`src/rtl/fb_pkg.sv`:
```
// Shared framebuffer definitions: screen geometry, address/pixel widths,
// background colour and the write-port state encoding. Used by the write
// arbiter, the line drawer and the trace controller.
package fb_pkg;

  localparam int FB_WIDTH    = 640;
  localparam int FB_HEIGHT   = 480;
  localparam int FB_ADDR_W   = 19;
  localparam int FB_PIXEL_W  = 1;
  localparam int FB_BG_COLOR = 0;
  localparam int FB_PIXELS   = FB_WIDTH * FB_HEIGHT;
  localparam int FB_COORD_W  = 10;

  typedef enum logic {
    ST_IDLE  = 1'b0,
    ST_CLEAR = 1'b1
  } fb_state_e;

  // Linear framebuffer address of pixel (x,y) for a screen 'width' pixels wide.
  // Callers truncate the result to their address width.
  function automatic int unsigned fb_linear_addr(input logic [FB_COORD_W-1:0] x,
                                                 input logic [FB_COORD_W-1:0] y,
                                                 input int unsigned           width);
    return (32'(y) * width) + 32'(x);
  endfunction

endpackage

```
`src/rtl/fb_clear_seq.sv`:
```
// Full-screen clear sequencer: once started it walks an address counter from
// 0 to PIXELS-1, one address per cycle, then stops. A start while running is
// ignored. o_last marks the cycle presenting the final address.
module fb_clear_seq
  import fb_pkg::*;
#(
  parameter int ADDR_W = FB_ADDR_W,
  parameter int PIXELS = FB_PIXELS
) (
  input  logic              clk,
  input  logic              reset_n,
  input  logic              i_start,
  output logic              o_busy,
  output logic [ADDR_W-1:0] o_addr,
  output logic              o_last
);

  localparam logic [ADDR_W-1:0] LAST_ADDR = ADDR_W'(PIXELS - 1);

  logic              r_busy;
  logic [ADDR_W-1:0] r_addr;

  // Address counter: restart at 0 on start, step while busy, park on the last address.
  always_ff @(posedge clk or negedge reset_n) begin
    if (!reset_n) begin
      r_busy <= 1'b0;
      r_addr <= '0;
    end else if (r_busy) begin
      if (r_addr == LAST_ADDR) begin
        r_busy <= 1'b0;
      end else begin
        r_addr <= r_addr + ADDR_W'(1);
      end
    end else if (i_start) begin
      r_busy <= 1'b1;
      r_addr <= '0;
    end
  end

  assign o_busy = r_busy;
  assign o_addr = r_addr;
  assign o_last = r_busy && (r_addr == LAST_ADDR);

endmodule

```
`src/rtl/fb_write_arbiter.sv`:
```
// Framebuffer write-port owner. Shares the single write port between the line
// drawer (ln_*), the overlay generator (gr_*) and the full-screen clear
// sequencer, converting (x,y) to y*WIDTH+x with one write per cycle.
// Optional build macro FB_CLIP_EN: out-of-range pixels are accepted but
// dropped and raise the sticky clip flag; without it no range check is made.
module fb_write_arbiter
  import fb_pkg::*;
#(
  parameter int                 WIDTH    = FB_WIDTH,
  parameter int                 HEIGHT   = FB_HEIGHT,
  parameter int                 ADDR_W   = FB_ADDR_W,
  parameter int                 PIXEL_W  = FB_PIXEL_W,
  parameter logic [PIXEL_W-1:0] BG_COLOR = PIXEL_W'(FB_BG_COLOR)
) (
  input  logic                  clk,
  input  logic                  reset_n,
  input  logic                  i_clear_req,
  output logic                  o_clear_busy,
  output logic                  o_clear_done,
  input  logic                  i_ln_valid,
  output logic                  o_ln_ready,
  input  logic [FB_COORD_W-1:0] i_ln_x,
  input  logic [FB_COORD_W-1:0] i_ln_y,
  input  logic [PIXEL_W-1:0]    i_ln_color,
  input  logic                  i_gr_valid,
  output logic                  o_gr_ready,
  input  logic [FB_COORD_W-1:0] i_gr_x,
  input  logic [FB_COORD_W-1:0] i_gr_y,
  input  logic [PIXEL_W-1:0]    i_gr_color,
  output logic                  o_fb_we,
  output logic [ADDR_W-1:0]     o_fb_addr,
  output logic [PIXEL_W-1:0]    o_fb_data,
  output logic                  o_clip_flag
);

  localparam int PIXELS = WIDTH * HEIGHT;

  fb_state_e            r_state;
  logic                 r_fb_we;
  logic [ADDR_W-1:0]    r_fb_addr;
  logic [PIXEL_W-1:0]   r_fb_data;
  logic                 r_clear_done;
  logic                 r_prio_ln;

  logic                  w_clr_start;
  logic                  w_clr_busy;
  logic                  w_clr_last;
  logic [ADDR_W-1:0]     w_clr_addr;
  logic                  w_arb_open;
  logic                  w_contended;
  logic                  w_ln_grant;
  logic                  w_gr_grant;
  logic                  w_any_grant;
  logic [FB_COORD_W-1:0] w_sel_x;
  logic [FB_COORD_W-1:0] w_sel_y;
  logic [PIXEL_W-1:0]    w_sel_color;
  logic [ADDR_W-1:0]     w_sel_addr;
  logic                  w_sel_clip;

  // A clear request only starts the sequencer from IDLE; repeats mid-clear are dropped.
  assign w_clr_start = (r_state == ST_IDLE) && i_clear_req;

  fb_clear_seq #(
    .ADDR_W (ADDR_W),
    .PIXELS (PIXELS)
  ) u_clear_seq (
    .clk     (clk),
    .reset_n (reset_n),
    .i_start (w_clr_start),
    .o_busy  (w_clr_busy),
    .o_addr  (w_clr_addr),
    .o_last  (w_clr_last)
  );

  // Pixel arbitration: clear wins over pixels, contention goes to the pointer side.
  assign w_arb_open  = (r_state == ST_IDLE) && !i_clear_req;
  assign w_contended = i_ln_valid && i_gr_valid;
  assign w_ln_grant  = w_arb_open && i_ln_valid && (!i_gr_valid || r_prio_ln);
  assign w_gr_grant  = w_arb_open && i_gr_valid && (!i_ln_valid || !r_prio_ln);
  assign w_any_grant = w_ln_grant || w_gr_grant;
  assign o_ln_ready  = w_ln_grant;
  assign o_gr_ready  = w_gr_grant;

  // Granted pixel and its linear address.
  assign w_sel_x     = w_gr_grant ? i_gr_x : i_ln_x;
  assign w_sel_y     = w_gr_grant ? i_gr_y : i_ln_y;
  assign w_sel_color = w_gr_grant ? i_gr_color : i_ln_color;
  assign w_sel_addr  = ADDR_W'(fb_linear_addr(w_sel_x, w_sel_y, WIDTH));

`ifdef FB_CLIP_EN
  logic r_clip_flag;

  assign w_sel_clip = (32'(w_sel_x) >= 32'(WIDTH)) || (32'(w_sel_y) >= 32'(HEIGHT));

  // Sticky clip indicator: set by a dropped off-screen pixel, cleared by a clear request.
  always_ff @(posedge clk or negedge reset_n) begin
    if (!reset_n) begin
      r_clip_flag <= 1'b0;
    end else if (i_clear_req) begin
      r_clip_flag <= 1'b0;
    end else if (w_any_grant && w_sel_clip) begin
      r_clip_flag <= 1'b1;
    end
  end

  assign o_clip_flag = r_clip_flag;
`else
  assign w_sel_clip  = 1'b0;
  assign o_clip_flag = 1'b0;
`endif

  // Write-port FSM: registers pixel writes in IDLE, tracks the clear and pulses done at its end.
  always_ff @(posedge clk or negedge reset_n) begin
    if (!reset_n) begin
      r_state      <= ST_IDLE;
      r_fb_we      <= 1'b0;
      r_fb_addr    <= '0;
      r_fb_data    <= '0;
      r_clear_done <= 1'b0;
      r_prio_ln    <= 1'b1;
    end else begin
      r_fb_we      <= 1'b0;
      r_clear_done <= 1'b0;
      case (r_state)
        ST_IDLE: begin
          if (i_clear_req) begin
            r_state <= ST_CLEAR;
          end else if (w_any_grant) begin
            if (!w_sel_clip) begin
              r_fb_we   <= 1'b1;
              r_fb_addr <= w_sel_addr;
              r_fb_data <= w_sel_color;
            end
            if (w_contended) begin
              r_prio_ln <= !r_prio_ln;
            end
          end
        end
        ST_CLEAR: begin
          if (w_clr_last) begin
            r_state      <= ST_IDLE;
            r_clear_done <= 1'b1;
            r_fb_addr    <= w_clr_addr;
            r_fb_data    <= BG_COLOR;
          end
        end
        default: r_state <= ST_IDLE;
      endcase
    end
  end

  // While clearing, the sequencer's registered address drives the port directly.
  assign o_fb_we      = r_fb_we || w_clr_busy;
  assign o_fb_addr    = w_clr_busy ? w_clr_addr : r_fb_addr;
  assign o_fb_data    = w_clr_busy ? BG_COLOR : r_fb_data;
  assign o_clear_busy = w_clr_busy;
  assign o_clear_done = r_clear_done;

endmodule

```
`config.mk`:
```
export PLATFORM = sky130hd
export DESIGN_NAME = fb_write_arbiter
export DESIGN_NICKNAME = d
export VERILOG_FILES = /design/src/rtl/fb_pkg.sv /design/src/rtl/fb_clear_seq.sv /design/src/rtl/fb_write_arbiter.sv
export SDC_FILE = /design/constraint.sdc
export NUM_CORES = 1
export LEC_CHECK = 0
export CORE_MARGIN = 8
export CORE_UTILIZATION = 36
export DETAILED_ROUTE_END_ITERATION = 10
export PLACE_DENSITY = 0.71
export SETUP_SLACK_MARGIN = 0.5
export SLEW_MARGIN = 20
export SYNTH_ARGS = -nofsm -noshare
export SYNTH_HDL_FRONTEND = slang
export SYNTH_SLANG_ARGS = --single-unit
```
`constraint.sdc`:
```
create_clock -name clk -period 11.19 [get_ports clk]
set_clock_uncertainty 0.1 [all_clocks]
set_input_delay 1.6785 -clock clk [delete_from_list [all_inputs] [get_ports clk]]
set_output_delay 1.6785 -clock clk [all_outputs]
set_load 0.03 [all_outputs]
```
### Yosys cells after proc, flatten, opt, wreduce, memory -nomap -nowiden

Index checks and enable logic that the tools add are counted.

* flip-flop bits (word level): 44

* add/sub/neg operators: 2
* multipliers: 1
* eq/ne operators: 5
* muxes and demuxes: 27
* bitwise operators: 2
* reduce and logical (&&, ||, !) cells: 20

Operators with widths (number)
* $mux 19: 7
* $pmux 19 s2: 1
* $mux 10: 2
* $add 19x1->19 const B: 1
* $add 19x10->19: 1
* $eq 19x19->1 const B: 1
* $mux 1: 15
* $mul 10x3->12 const B: 1
* $logic_and 1x1->1: 8
* $ne 2x2->1 const B: 3
* $logic_not 1->1: 4
* $logic_or 1x1->1: 4
* $pmux 1 s2: 2
* $reduce_and 4->1: 1
* $reduce_and 3->1: 1
* $ne 2x1->1 const B: 1
* $not 1->1: 2
* $reduce_and 2->1: 1
* $reduce_bool 2->1: 1

### Longest topological paths before layout

* depth in word-level cells: 10
* mapped depth: 16
* gate-level depth less buffers: 14

### By module

From an unflattened synthesis, not the netlist that was laid out.

* cell total of the unflattened synthesis: 426
* area total of the unflattened synthesis: 3498.4 um^2

Modules (own cells, without submodules)
* fb_write_arbiter: instances 1, cells an instance 285, area each 2257.2 um^2, sequential area each 601.8 um^2
* fb_clear_seq: instances 1, cells an instance 141, area each 1241.2 um^2, sequential area each 500.5 um^2

### Worst setup path before layout

OpenSTA, ideal clock, no wires.

* path type: input-to-reg
* from: input port i_clear_req
* to: register r_fb_addr[17]
* arrival: 5.211 ns
* slack: 5.758 ns
* stages: 16
* cell sequence: nor2_1 -> nand3_2 -> buf_2 -> inv_1 -> clkbuf_1 -> nand2_1 -> nand2_1 -> ha_1 -> ha_1 -> fa_1 -> a211oi_2 -> o21ai_0 -> a211oi_1 -> nand4_1 -> xnor2_1 -> a22o_1

* word-level cells in the longest chain between the ends: 10
* elaborated cells on any way between the ends: 17
* those cells by class: 1 x add/sub; 1 x mul; 2 x eq/ne; 5 x mux; 8 x reduce/logical

RTL lines
* from (decl): RTL line fb_write_arbiter.sv:17 `input logic i_clear_req,`
* $logic_not 1->1 (*): RTL line fb_write_arbiter.sv:76 `assign w_arb_open = (r_state == ST_IDLE) && !i_clear_req;`
* $logic_and 1x1->1 (*): RTL line fb_write_arbiter.sv:76
* $logic_and 1x1->1 (*) (2 in series): RTL line fb_write_arbiter.sv:79 `assign w_gr_grant = w_arb_open && i_gr_valid && (!i_ln_valid || !r_prio_ln);`
* named net o_gr_ready: RTL line fb_write_arbiter.sv:26 `output logic o_gr_ready,`
* $mux 10: RTL line fb_write_arbiter.sv:86 `assign w_sel_y = w_gr_grant ? i_gr_y : i_ln_y;`
* $mul 10x3->12: RTL line fb_pkg.sv:24 `return (32'(y) * width) + 32'(x);`
* $add 19x10->19: RTL line fb_pkg.sv:24
* $mux 19: RTL line fb_write_arbiter.sv:128 `end else if (w_any_grant) begin`
* $mux 19: RTL line fb_write_arbiter.sv:126 `if (i_clear_req) begin`
* $pmux 19 s2: RTL line fb_write_arbiter.sv:124 `case (r_state)`
* to (signal assigned): RTL line fb_write_arbiter.sv:131 `r_fb_addr <= w_sel_addr;`
* to (signal assigned): RTL line fb_write_arbiter.sv:143 `r_fb_addr <= w_clr_addr;`
* to (decl): RTL line fb_write_arbiter.sv:40 `logic [ADDR_W-1:0] r_fb_addr;`

The timed path passes the listed nets; every way through them passes the cells marked *. The select of a mux whose other input is x is not followed.
A chain may end at the register's enable or synchronous reset.

### Final worst setup path

* from: input port i_clear_req
* to: register r_fb_addr[17]

* word-level cells in the longest chain between the ends: 10
* elaborated cells on any way between the ends: 17
* those cells by class: 1 x add/sub; 1 x mul; 2 x eq/ne; 5 x mux; 8 x reduce/logical

RTL lines (RTL line)
* $logic_not 1->1: fb_write_arbiter.sv:76
* $logic_and 1x1->1: fb_write_arbiter.sv:76
* $logic_and 1x1->1 (2 in series): fb_write_arbiter.sv:79
* $mux 10: fb_write_arbiter.sv:86
* $mul 10x3->12: fb_pkg.sv:24
* $add 19x10->19: fb_pkg.sv:24
* $mux 19: fb_write_arbiter.sv:128
* $mux 19: fb_write_arbiter.sv:126
* $pmux 19 s2: fb_write_arbiter.sv:124

Several ways; a longest one is shown, not always the timed one. The select of a mux whose other input is x is not followed.

==> summary.txt <==
Floorplan
  • Std cell rows: 34
  • Die Ht: 111.3 um
  • Core footprint: 8763 sq um
  • Starting Density: 37.32%
  • Die X: 111.3 um
  • Num ports: 73
  • Die ar.: 12390 sq um

Power and ir drop
  • Sw Ratio: 36.08%
  • Int Power: 316.2 uW
  • PwrDens: 120.6 nW/um^2
  • Power Total: 494.7 uW
  • Seq pwr share: 42.7%
  • Static Leak: 1.900 nW
  • Combinational share of power: 38.1%
  • Worst vdd ir: 53.35 uV
  • Clock network fraction of total power: 19.2%
  • Net Sw Power: 178.5 uW

Place
  • I/O Buffers: 71
  • Final Wtd Congestion: 0.8098
  • Post-DP HPWL: 6.257 mm
  • Placed Cells: 548

GRT
  • Initial antenna violation count: 0
  • First-pass GRT wire length: 13.70 mm
  • GRT Resource Usage Total: 12.70%
  • Vias in the first global route: 2920
  • Remaining Overflow, GRT: 0
  • GRT Max-Usage Layer: met2
  • Met2 usage: 21.97%
  • Met1 Resource Use GR: 15.65%
  • Largest net degree at the start of global routing: 45
  • Met3 usage: 2.489%

STA
  • Peak Freq: 0.1663 GHz
  • Slew Viols, Final: 0
  • Period utilisation layout: 53.73%
  • Slew at the pin with the worst max-slew slack: 1.054 ns
  • Final min period: 6.013 ns
  • Final setup viols: 0
  • Fin Setup TNS: 0 ns
  • Final hold violations: 0
  • Slew headroom: 29.70%
  • Hold_ws: 0.3707 ns
  • Unrepaired setup endpoints after global routing: no

Route
  • Routed WL per cell: 14.57 um
  • Via Count: 2895
  • Drc violations: 0
  • Vias/cell: 5.216
  • Antenna-violating nets left: 0
  • Initial DRC Count: 163
  • DRT Pass-1 Iters: 4
  • WL final: 8.089 mm

Clock tree
  • Clock root buffer master: clkbuf_8
  • CTS tree: yes
  • Hold Buf Count CTS: 0
  • # Post-CTS Setup Buffers: 0
  • TritonCTS Buffers: 5
  • CTS-repair resized insts: 0
  • Clk pin slew, worst setup/hold paths: 0.08 ns
  • CTS sink cnt: 44
  • Max Root-Sink Buffers: 2
  • H-tree Lvls: 2
  • Worst-Skew Late Latency: 0.30 ns

Worst setup path
  • Maximum fanout along the worst path: 22
  • Worst setup startpoint: i_clear_req
  • WS Path Type: input port to flop
  • Worst EP arrival: 6.09 ns
  • Worst Setup End Kind: flop
  • CP required: 11.27 ns
  • Critical Path Start Type: input port
  • R2R Path Start: r_state

Layout
  • Commonest non-fill, non-tap cell in the layout: nand2_1
  • Most frequent cells in the layout: nand2_1, clkdlybuf4s50_1, dfrtp_1
  • Syn-to-layout area delta: 25.36%
  • NumNets Final: 516
  • Share of post-route cells with drive strength above 1: 8.501%
  • Fin cells: 555
  • # diodes: 0

Yosys
  • Number of synthesized flops with an enable pin: 0
  • Synth Area per Inst: 8.451 sq um
  • Syn. warnings: 0
  • Mapped Nets: 456
  • Sequential share of the synthesized area: 33.70%
  • Yosys cell types: 57
  • Mapped Cells: 387
  • Synthesized area: 3271 sq um
  • Number of synthesized register bits: 44
  • Dominant synthesized flop cell: dfrtp_1
  • Ys async rst share: 100.0%

Job
  • Max-cap violations: 0

Min path
  • Hold wc startpoint: r_fb_addr[6]
  • Hold Path Class: flop to flop

Status
  • Status: finished clean
-- state kept, by name, summed over array words and instances (netlist names) --
name / cells
r_fb_addr: 19
u_clear_seq.o_addr: 19
o_clear_done: 1
r_fb_data: 1
r_fb_we: 1
r_prio_ln: 1
r_state: 1
u_clear_seq.o_busy: 1
-- logic make-up (layout without fill, tap and decap cells) --
logic type / count (synthesis) / count (layout) / synth area share [%]
flops: 44 / 44 / 33.70
compound gates: 67 / 67 / 13.66
fa+ha+maj: 22 / 22 / 8.875
simple gates: 176 / 176 / 24.29
mux: 29 / 29 / 9.602
other cells: 1 / 1 / 0.1147
xor+xnor: 22 / 22 / 5.891
buf+inv: 26 / 86 / 3.864
-- cell type report --
class                           count  area (sq um)
Fill cell                         846          4663
Multi-Input combinational cell    317          2044
Sequential cell                    44          1104
Timing Repair Buffer               71         705.7
Tap cell                          108         135.1
Clock buffer                        5         68.82
Inverter                            8         30.03
Clock inverter                      2         12.51
-- power groups by stage --
stage               combinational, mW  clock, mW  sequential, mW
floorplan                       0.128          0           0.204
global placement                0.187          0           0.213
detailed placement              0.189          0           0.214
CTS                             0.191     0.0985           0.211
global route                    0.210      0.103           0.215
finish                          0.189     0.0951           0.211
-- worst max-delay path: stages --
cell             delay, ns
clkdlybuf4s50_1       0.41
nor2_1                0.28
nand3_2               0.55
inv_1                 0.51
nand2_1               0.10
nand2_1               0.12
ha_1                  0.25
ha_1                  0.22
fa_1                  0.42
a211oi_2              0.27
o21ai_0               0.17
a211oi_1              0.56
nand4_1               0.18
xnor2_1               0.17
a22o_1                0.18
-- worst paths after layout --
kind	endpoint	slack, ns	depth (start not counted)
max	r_fb_addr[17]	5.18	15
min reg2reg	r_fb_addr[6]	0.37	2
min in group asynchronous	r_fb_we	1.43	1
min	r_fb_addr[6]	0.37	2
max in group asynchronous	u_clear_seq.o_busy	8.92	1
max reg2reg	r_fb_addr[17]	6.02	14
-- metal layers --
metal,vias up,wire (um)
met4,0,80
met5,-,0
met3,6,343
met2,57,3894
li1,1464,-
met1,1368,3770
-- per-stage QoR --
stage	utilization, %	setup slack [ns]	instance area, sq um
finish	46.79	5.177	4100
global route	46.79	4.895	4100
CTS	46.77	5.190	4099
detailed placement	45.85	4.879	4018
global placement	45.82	5.044	4015
floorplan	-	5.758	3271
-- synthesized netlist by cell type, types with 2 or more instances --
| master | count | share of area, % |
|---|---|---|
| o21a_1 | 2 | 0.46 |
| a21oi_1 | 13 | 2.0 |
| nor3_1 | 7 | 1.1 |
| a211oi_1 | 3 | 0.69 |
| buf_2 | 2 | 0.31 |
| o31ai_1 | 3 | 0.69 |
| xor2_1 | 12 | 3.2 |
| clkbuf_1 | 9 | 1.0 |
| nor2_1 | 37 | 4.2 |
| a31oi_1 | 4 | 0.76 |
| nand2_1 | 90 | 10 |
| fa_1 | 2 | 1.2 |
| inv_1 | 8 | 0.92 |
| ha_1 | 20 | 7.7 |
| nand4_1 | 5 | 0.96 |
| and3_1 | 4 | 0.76 |
| mux2_2 | 19 | 6.5 |
| buf_6 | 3 | 1.0 |
| nor2b_1 | 6 | 1.1 |
| or3_1 | 2 | 0.38 |
| nor4_1 | 3 | 0.57 |
| mux2i_1 | 10 | 3.1 |
| xnor2_1 | 10 | 2.7 |
| nand3_1 | 7 | 1.1 |
| nor3b_1 | 4 | 0.92 |
| dfrtp_1 | 43 | 33 |
| buf_1 | 3 | 0.34 |
| a41o_1 | 4 | 1.2 |
| o21ai_0 | 24 | 3.7 |
(Power assumes the default switching activity.)
